File: config.mk
export PLATFORM = sky130hd
export DESIGN_NAME = mips_multicycle_ctrl
export DESIGN_NICKNAME = d
export VERILOG_FILES = /design/src/rtl/mips_ctrl_pkg.sv /design/src/rtl/mips_multicycle_ctrl_alu_decoder.sv /design/src/rtl/mips_multicycle_ctrl.sv
export SDC_FILE = /design/constraint.sdc
export NUM_CORES = 1
export LEC_CHECK = 0
export CAP_MARGIN = 20
export CORE_ASPECT_RATIO = 1.2
export CORE_MARGIN = 5
export CORE_UTILIZATION = 25
export DETAILED_ROUTE_END_ITERATION = 10
export GPL_TIMING_DRIVEN = 1
export PLACE_DENSITY_LB_ADDON = 0.15
export SYNTH_ARGS = -nofsm -noshare
export SYNTH_HDL_FRONTEND = slang
export SYNTH_SLANG_ARGS = --single-unit
export TNS_END_PERCENT = 20
File: constraint.sdc
create_clock -name clk -period 3.9 [get_ports clk]
set_clock_uncertainty 0.15 [all_clocks]
set_input_delay 0.78 -clock clk [delete_from_list [all_inputs] [get_ports clk]]
set_output_delay 0.78 -clock clk [all_outputs]
set_load 0.03 [all_outputs]
File: src/rtl/mips_ctrl_pkg.sv
// Shared constants and types for the multi-cycle MIPS controller.
package mips_ctrl_pkg;

   localparam logic [5:0] OP_RTYPE = 6'b000000;
   localparam logic [5:0] OP_LW    = 6'b100011;
   localparam logic [5:0] OP_SW    = 6'b101011;
   localparam logic [5:0] OP_BEQ   = 6'b000100;
   localparam logic [5:0] OP_ADDI  = 6'b001000;
   localparam logic [5:0] OP_J     = 6'b000010;

   localparam logic [5:0] FN_ADD = 6'b100000;
   localparam logic [5:0] FN_SUB = 6'b100010;
   localparam logic [5:0] FN_AND = 6'b100100;
   localparam logic [5:0] FN_OR  = 6'b100101;
   localparam logic [5:0] FN_SLT = 6'b101010;
   localparam logic [5:0] FN_MUL = 6'b011000;

   localparam logic [2:0] ALU_AND = 3'b000;
   localparam logic [2:0] ALU_OR  = 3'b001;
   localparam logic [2:0] ALU_ADD = 3'b010;
   localparam logic [2:0] ALU_SUB = 3'b100;
   localparam logic [2:0] ALU_MUL = 3'b101;
   localparam logic [2:0] ALU_SLT = 3'b110;

   localparam logic [1:0] SRCB_RT     = 2'b00;
   localparam logic [1:0] SRCB_FOUR   = 2'b01;
   localparam logic [1:0] SRCB_IMM    = 2'b10;
   localparam logic [1:0] SRCB_IMM_SH = 2'b11;

   localparam logic [1:0] PCSRC_ALU    = 2'b00;
   localparam logic [1:0] PCSRC_ALUOUT = 2'b01;
   localparam logic [1:0] PCSRC_JUMP   = 2'b10;

   typedef enum logic [1:0] {
      ALUOP_ADD   = 2'b00,
      ALUOP_SUB   = 2'b01,
      ALUOP_FUNCT = 2'b10
   } alu_op_t;

   typedef enum logic [3:0] {
      FETCH, DECODE, MEMADR, MEMREAD, MEMWB, MEMWRITE,
      EXECUTE, ALUWB, BRANCH, ADDIEXEC, ADDIWB, JUMP
   } state_t;

endpackage

File: src/rtl/mips_multicycle_ctrl_alu_decoder.sv
// ALU control decoder: ALU-op class plus funct to ALU_control code.
// MIPS_CTRL_MUL_EN makes funct 011000 (mul) a legal R-type operation.
module alu_decoder
   import mips_ctrl_pkg::*;
(
   input  alu_op_t    alu_op,
   input  logic [5:0] funct,
   output logic [2:0] alu_control,
   output logic       funct_illegal
);

   logic [2:0] fn_code;

   // funct_illegal is independent of the class so DECODE can screen R-types early
   always_comb begin
      fn_code       = ALU_ADD;
      funct_illegal = 1'b0;
      case (funct)
         FN_ADD: fn_code = ALU_ADD;
         FN_SUB: fn_code = ALU_SUB;
         FN_AND: fn_code = ALU_AND;
         FN_OR:  fn_code = ALU_OR;
         FN_SLT: fn_code = ALU_SLT;
`ifdef MIPS_CTRL_MUL_EN
         FN_MUL: fn_code = ALU_MUL;
`endif
         default: funct_illegal = 1'b1;
      endcase
   end

   always_comb begin
      case (alu_op)
         ALUOP_ADD:   alu_control = ALU_ADD;
         ALUOP_SUB:   alu_control = ALU_SUB;
         ALUOP_FUNCT: alu_control = fn_code;
         default:     alu_control = ALU_ADD;
      endcase
   end

endmodule

File: src/rtl/mips_multicycle_ctrl.sv
// Multi-cycle MIPS main controller: Moore FSM sequencing fetch through write-back.
// Optional mul support is selected with the MIPS_CTRL_MUL_EN macro (see alu_decoder).
module mips_multicycle_ctrl
   import mips_ctrl_pkg::*;
#(
   parameter int OP_W = 6,
   parameter int FN_W = 6
) (
   input  logic            clk,
   input  logic            rst,
   input  logic [OP_W-1:0] opcode,
   input  logic [FN_W-1:0] funct,
   input  logic            mem_ready,
   input  logic            zero_flag,
   output logic [2:0]      ALU_control,
   output logic            alu_src_a,
   output logic [1:0]      alu_src_b,
   output logic [1:0]      pc_src,
   output logic            pc_write,
   output logic            branch,
   output logic            iord,
   output logic            mem_write,
   output logic            ir_write,
   output logic            reg_dst,
   output logic            mem_to_reg,
   output logic            reg_write,
   output logic            illegal_op
);

   state_t  state, next_state;
   alu_op_t alu_op;
   logic    funct_illegal;
   logic    is_store;

   // zero_flag is combined with branch in the datapath, not here
   logic    unused_zero_flag;
   assign unused_zero_flag = zero_flag;

   alu_decoder u_alu_decoder (
      .alu_op        (alu_op),
      .funct         (funct),
      .alu_control   (ALU_control),
      .funct_illegal (funct_illegal)
   );

   always_ff @(posedge clk or posedge rst) begin
      if (rst) state <= FETCH;
      else     state <= next_state;
   end

   // lw/sw choice is captured in DECODE so MEMADR never looks at the opcode
   always_ff @(posedge clk or posedge rst) begin
      if (rst)                 is_store <= 1'b0;
      else if (state == DECODE) is_store <= (opcode == OP_SW);
   end

   always_comb begin
      next_state = state;
      alu_op     = ALUOP_ADD;
      alu_src_a  = 1'b0;
      alu_src_b  = SRCB_RT;
      pc_src     = PCSRC_ALU;
      pc_write   = 1'b0;
      branch     = 1'b0;
      iord       = 1'b0;
      mem_write  = 1'b0;
      ir_write   = 1'b0;
      reg_dst    = 1'b0;
      mem_to_reg = 1'b0;
      reg_write  = 1'b0;
      illegal_op = 1'b0;
      case (state)
         FETCH: begin
            alu_src_b = SRCB_FOUR;
            pc_write  = mem_ready;
            ir_write  = mem_ready;
            if (mem_ready) next_state = DECODE;
         end
         DECODE: begin
            alu_src_b = SRCB_IMM_SH;
            case (opcode)
               OP_RTYPE: begin
                  if (funct_illegal) begin
                     illegal_op = 1'b1;
                     next_state = FETCH;
                  end else begin
                     next_state = EXECUTE;
                  end
               end
               OP_LW, OP_SW: next_state = MEMADR;
               OP_BEQ:       next_state = BRANCH;
               OP_ADDI:      next_state = ADDIEXEC;
               OP_J:         next_state = JUMP;
               default: begin
                  illegal_op = 1'b1;
                  next_state = FETCH;
               end
            endcase
         end
         MEMADR: begin
            alu_src_a  = 1'b1;
            alu_src_b  = SRCB_IMM;
            next_state = is_store ? MEMWRITE : MEMREAD;
         end
         MEMREAD: begin
            iord = 1'b1;
            if (mem_ready) next_state = MEMWB;
         end
         MEMWRITE: begin
            iord      = 1'b1;
            mem_write = 1'b1;
            if (mem_ready) next_state = FETCH;
         end
         MEMWB: begin
            mem_to_reg = 1'b1;
            reg_write  = 1'b1;
            next_state = FETCH;
         end
         EXECUTE: begin
            alu_op     = ALUOP_FUNCT;
            alu_src_a  = 1'b1;
            next_state = ALUWB;
         end
         ALUWB: begin
            reg_dst    = 1'b1;
            reg_write  = 1'b1;
            next_state = FETCH;
         end
         BRANCH: begin
            alu_op     = ALUOP_SUB;
            alu_src_a  = 1'b1;
            pc_src     = PCSRC_ALUOUT;
            branch     = 1'b1;
            next_state = FETCH;
         end
         ADDIEXEC: begin
            alu_src_a  = 1'b1;
            alu_src_b  = SRCB_IMM;
            next_state = ADDIWB;
         end
         ADDIWB: begin
            reg_write  = 1'b1;
            next_state = FETCH;
         end
         JUMP: begin
            pc_src     = PCSRC_JUMP;
            pc_write   = 1'b1;
            next_state = FETCH;
         end
         default: next_state = FETCH;
      endcase
   end

endmodule

======== After elaboration in Yosys (flattened, before gate mapping) ========
Cells that the tools add are included.
word-level totals
  bits in registers ....................... 5
  bits of input ports ..................... 16
  word-level logic and storage cells ...... 62
cells by class
  reduce and logical (&&, ||, !) cells .... 10
  equal/unequal tests ..................... 26
  mux-type cells .......................... 24
operators with widths
  kind                                                                   count
  6-bit equality test, second input constant                             7
  4-bit one-hot mux with 7 select lines                                  1
  4-bit one-hot mux with 5 select lines                                  1
  4-bit by 3-bit equality test with 1-bit output, second input constant  4
  4-bit equality test, second input constant                             4
  4-bit 2-to-1 mux                                                       3
  3-bit one-hot mux with 4 select lines                                  1
  1-bit 2-to-1 mux                                                       10
  5-bit OR reduction                                                     2
  4-bit by 2-bit equality test with 1-bit output, second input constant  2
  2-bit one-hot mux with 2 select lines                                  2
  6-bit by 2-bit equality test with 1-bit output, second input constant  1
  6-bit by 3-bit equality test with 1-bit output, second input constant  1
  6-bit by 4-bit equality test with 1-bit output, second input constant  1
  6-bit logical NOT                                                      1
  3-bit 2-to-1 mux                                                       2
  2-bit inequality test, second input constant                           3
  2-bit one-hot mux with 3 select lines                                  1
  3-bit one-hot mux with 2 select lines                                  1
  2-bit OR reduction                                                     3
  4-bit by 1-bit equality test with 1-bit output, second input constant  1
  4-bit logical NOT                                                      1
  1-bit one-hot mux with 2 select lines                                  2
  4-bit OR reduction                                                     1
  4 further kinds                                                        4

======== Logic depth before layout (Yosys ltp) ========
Gate-level depths: netlist (run 1).
  word-level depth ........................ 5
  mapped depth ............................ 7

======== Modules after synthesis ========
A second synthesis (run 1) with hierarchy kept.
second synthesis, totals
  cells, all modules ...................... 97
  area total of the unflattened synthesis .. 669.4 um^2
modules (own cells, without submodules)
  module                instances  area each (um^2)  cells each
  mips_multicycle_ctrl  1          534.3             78
  alu_decoder           1          135.1             19

======== Worst setup path after synthesis (run 1) ========
Ideal clock, no wire load.
  path kind ............................... input-to-output
  start ................................... input port funct[4]
  end ..................................... output port ALU_control[0]
  data required time ...................... 2970 ps
  cell stages on the path ................. 2
  setup slack ............................. 988 ps
  arrival ................................. 1982 ps
  buffers on the path ..................... 0
  cell sequence ........................... nand2b_1 -> nor4_1
on the way
  longest elaborated chain between the ends .. 3
  elaborated cells on any way between the ends .. 6
  classes of those cells .................. 4 x eq/ne; 2 x mux
ends and longest elaborated chain
  item                                       RTL line                                text
  from (decl)                                mips_multicycle_ctrl.sv:12              input logic [FN_W-1:0] funct,
  6-bit equality test                        mips_multicycle_ctrl_alu_decoder.sv:18  case (funct)
  3-bit one-hot mux with 4 select lines (*)  mips_multicycle_ctrl_alu_decoder.sv:18
  3-bit one-hot mux with 2 select lines (*)  mips_multicycle_ctrl_alu_decoder.sv:32  case (alu_op)
  to (decl)                                  mips_multicycle_ctrl.sv:15              output logic [2:0] ALU_control,
Mark *: on every way between the ends. The rest lies on a longest branch, timed or not.

======== Worst setup path in the final report (run 1) ========
  start ................................... input port opcode[0]
  end ..................................... output port illegal_op
on the way
  longest elaborated chain between the ends .. 4
  elaborated cells on any way between the ends .. 9
  classes of those cells .................. 5 x eq/ne; 2 x mux; 2 x reduce/logical
ends and longest elaborated chain
  item                                               RTL line                    text
  from (decl)                                        mips_multicycle_ctrl.sv:11  input logic [OP_W-1:0] opcode,
  6-bit equality test, or another cell as far along  mips_multicycle_ctrl.sv:81  case (opcode)
  5-bit OR reduction (no line)                       n/a
  1-bit one-hot mux with 2 select lines (*)          mips_multicycle_ctrl.sv:81
  1-bit 2-to-1 mux (*)                               mips_multicycle_ctrl.sv:72  case (state)
  to (decl)                                          mips_multicycle_ctrl.sv:27  output logic illegal_op
Marks and branches as above.

==> results of run 1 <==
-- layout by cell type (no fill, tap or decap), drive strengths merged, types with 2 or more instances in the layout --
cell / netlist / routed
a21oi: 8 / 8
a31oi: 2 / 2
buf: 5 / 4
clkbuf: 2 / 4
clkdlybuf4s50: 0 / 31
dfrtp: 5 / 5
ha: 2 / 2
inv: 7 / 7
mux2: 2 / 2
nand2: 8 / 8
nand2b: 8 / 8
nor2: 14 / 14
nor2b: 3 / 3
nor3: 9 / 9
nor3b: 2 / 2
o21ai: 4 / 4
o32ai: 2 / 2
or2: 2 / 2
or3: 2 / 2
xnor2: 3 / 3
-- worst min-delay path by stage --
stage,startpoint,to,slack [ns],cells past startpoint
3_3_place_gp,is_store$_DFFE_PP0P_,is_store$_DFFE_PP0P_,0.38,2
4_1_cts,is_store$_DFFE_PP0P_,is_store$_DFFE_PP0P_,0.39,2
5_1_grt,is_store$_DFFE_PP0P_,is_store$_DFFE_PP0P_,0.42,2
6_report,is_store$_DFFE_PP0P_,is_store$_DFFE_PP0P_,0.39,2
2_1_floorplan,is_store$_DFFE_PP0P_,is_store$_DFFE_PP0P_,0.33,2
3_5_place_dp,is_store$_DFFE_PP0P_,is_store$_DFFE_PP0P_,0.38,2
-- worst max-delay path, cell delays in order --
cell,delay (ns)
clkdlybuf4s50_1,0.46
nor3_2,0.27
nor4b_4,0.29
nor2b_1,0.18
o311a_1,0.16
clkdlybuf4s50_1,0.67
-- layer usage --
metal	global-route usage (%)	wire length, um
met5	0	0
met4	8.50	68
met3	1.86	136
met2	21.5	1000
met1	10.5	814
-- power by group through the flow --
| stage | clock, mW | sequential (mW) | combinational, mW |
|---|---|---|---|
| 2_1_floorplan | 0 | 0.0656 | 0.209 |
| 3_3_place_gp | 0 | 0.0964 | 0.282 |
| 3_5_place_dp | 0 | 0.0970 | 0.282 |
| 4_1_cts | 0.0610 | 0.0961 | 0.284 |
| 5_1_grt | 0.0644 | 0.101 | 0.309 |
| 6_report | 0.0597 | 0.0973 | 0.281 |
-- state kept, by name, summed over array words and instances, names as in the netlist --
signal    cells
state         4
is_store      1
-- cells by family (layout without fill, tap and decap cells) --
kind of cell	after synthesis	in the layout	share of synthesized area, %
simple gates	52	52	39.6
compound gates	22	22	23.0
buf+inv	14	46	8.48
flops	5	5	17.3
fa+ha+maj	3	3	4.84
xor+xnor	3	3	3.63
mux	2	2	3.11
-- area by class of cell --
cell class / count / area [um^2]
clock buffer: 4 / 26.3
timing repair buffer: 35 / 340
multi-input combinational: 82 / 537
fill: 321 / 1690
inverter: 7 / 26.3
tap: 34 / 42.5
sequential: 5 / 125
-- cell usage after synthesis (all sizes together), types with 2 or more instances --
cell    number
nand2        8
nor2        14
a31oi        2
o32ai        2
nor2b        3
or2          2
xnor2        3
or3          2
inv          7
nor3         9
o21ai        4
mux2         2
nand2b       8
buf          5
nor3b        2
clkbuf       2
dfrtp        5
a21oi        8
ha           2
-- per-stage QoR --
stage,worst slack (ns),utilization [%],cells,hold slack [ns],power [mW]
floorplan,0.988,-,101,0.329,0.274
global placement,0.161,38.5,163,0.379,0.379
detailed placement,0.157,38.5,163,0.378,0.379
CTS,0.136,39.4,167,0.387,0.441
global route,0.0517,39.4,167,0.421,0.474
finish,0.153,39.4,167,0.388,0.438
==> impl.org, run 1 <==
** Outcome
- The run finished with clean final reports.

** Worst setup path
- Number of cell instances on the worst register-to-register path :: 4
- Following the worst setup path forward leads to its endpoint at illegal_op.
- Setup crit start :: opcode[0]
- Capture point of the worst reg-to-reg path :: state[2]$_DFFE_PP0P_
- The worst register-to-register path has a setup slack of 2.27 ns.
- Startpoint of the lowest-slack register-to-register path :: state[3]$_DFFE_PP0P_
- Of all nets on the critical path, the largest fanout is 4.
- STA classifies the critical path endpoint as an output pin.
- Worst setup path category :: in2out
- For the worst setup path, the data arrival time is 2.82 ns.
- Critical path required time :: 2.97 ns
- Kind of launch point of the worst setup path :: input pin

** Yosys
- Cell type contributing the most total cell area after synthesis :: dfrtp_1
- In this run, synthesis inferred 0 flip-flops with an integrated enable.
- In the post-synthesis netlist, the biggest area contributors are dfrtp_1, nor2_1, nand2b_1.
- Synth Cell Area :: 723 um^2
- Gate count after technology mapping :: 101
- The most used flip-flop cell after synthesis is dfrtp_1.
- Synth Register Bits :: 5
- Sequential fraction of the synthesis area :: 17.3%
- A synthesized cell averages 7.16 um^2.
- The number of nets in the synthesized netlist is 119.
- The number of different library cells used by synthesis comes to 34.
- The synthesized design devotes to its leading area cell type 17.3% of total area.
- Async SR Flop Fraction :: 100%
- For this run, the number of Yosys warnings is 0.

** Power
- The internal portion of the total power is 0.229 mW.
- For this design the total switching power over the nets is 0.209 mW.
- Combinational power share :: 64.2%
- Per report_power, the sequential group accounts for 22.2% of the total.
- The share of total power dissipated in the clock network is 13.6%.
- Maximum VDD drop :: 185 uV
- Summed over all cells, the static leakage comes to 0.403 nW.
- Dividing total power by cell area gives a power density of 399 nW/um^2.
- Net switching is 47.6% of the power.

** Detailed routing
- Mean number of vias per cell :: 5.02
- Routed wire per std cell :: 12.1 um
- The detail route stage leaves a number of antenna-violating nets equal to 0.
- Post-route DRC :: 0
- 1st-pass router iterations :: 4
- Vias after detailed routing :: 839
- For this block, the routed nets add up to 2020 um of wire.
- The first routing iteration left 14 violations.

** STA
- Worst Tran Pin Value :: 0.556 ns
- Final max-slew violation count :: 0
- Setup violations remaining at the end of the flow were counted as 0.
- The count of final hold-check violations is 0.
- Measured against its own limit, the worst slew margin works out to 62.9%.
- Static timing analysis puts the maximum clock frequency at 0.267 GHz.
- Post-layout minimum cycle time :: 3.75 ns
- Setup repair after global routing left no endpoint under its margin.
- Aggregate negative setup slack :: 0 ns
- Share of the cycle needed by the critical path after routing :: 96.1%

** Cells and area
- Nets :: 152
- Layout overhead on the synthesized area :: 51.7%
- Layout cells sized above 1 :: 11.3%
- Antenna diodes :: 0
- With fillers left out, the area of the finished cells amounts to 1100 um^2.

** GRT
- Number of global-route vias before repair :: 962
- First-pass GRT wire length :: 3620 um
- Remaining Overflow, GRT :: 0
- Entering global routing, the biggest net connects 20 pins.
- Global routing used 11.2% of the available tracks.
- The initial antenna violation count was 0.

** CTS
- In this run the clock root is driven by a clkbuf_4.
- Deepest clock path buffer count :: 2
- Clock Sinks :: 5
- Total of hold buffers inserted after clock tree synthesis :: 0
- The number of gates resized after CTS was 0.
- Clock transition at path regs :: 0.04 ns
- Clock latency at the later pin of the worst-skew pair :: 0.24 ns
- Inserted Clock Buffers :: 3
- TritonCTS built the clock tree.
- After clock tree synthesis, the setup repair step added 0 buffers.
- H-Tree Level Count :: 1

** Flow run
- Across the run, the number of max-cap violations was 0.

** Floorplan
- The initial utilization of the core area, before any placement, comes to 26.0%.
- Die outline area :: 4070 um^2
- In this run the core area contains 21 standard-cell rows.
- Boundary pin count :: 33
- Floorplan die width :: 59.1 um
- Core box area :: 2790 um^2
- Die outline height :: 68.9 um

** Placed design
- The congestion estimate from routability-driven global placement came to 0.807.
- Detailed-placement wirelength estimate :: 1630 um
- Number of port buffers :: 31
- Placed Area :: 1070 um^2

** Min path
- Worst hold-check path type :: reg2reg
(Power assumes the default switching activity.)
==> run 2, diff against run 1 <==
SLEW_MARGIN = 20   (was unset)
==> results of run 2 <==
No change in the layout: final DEF, timing and power equal those of run 1.
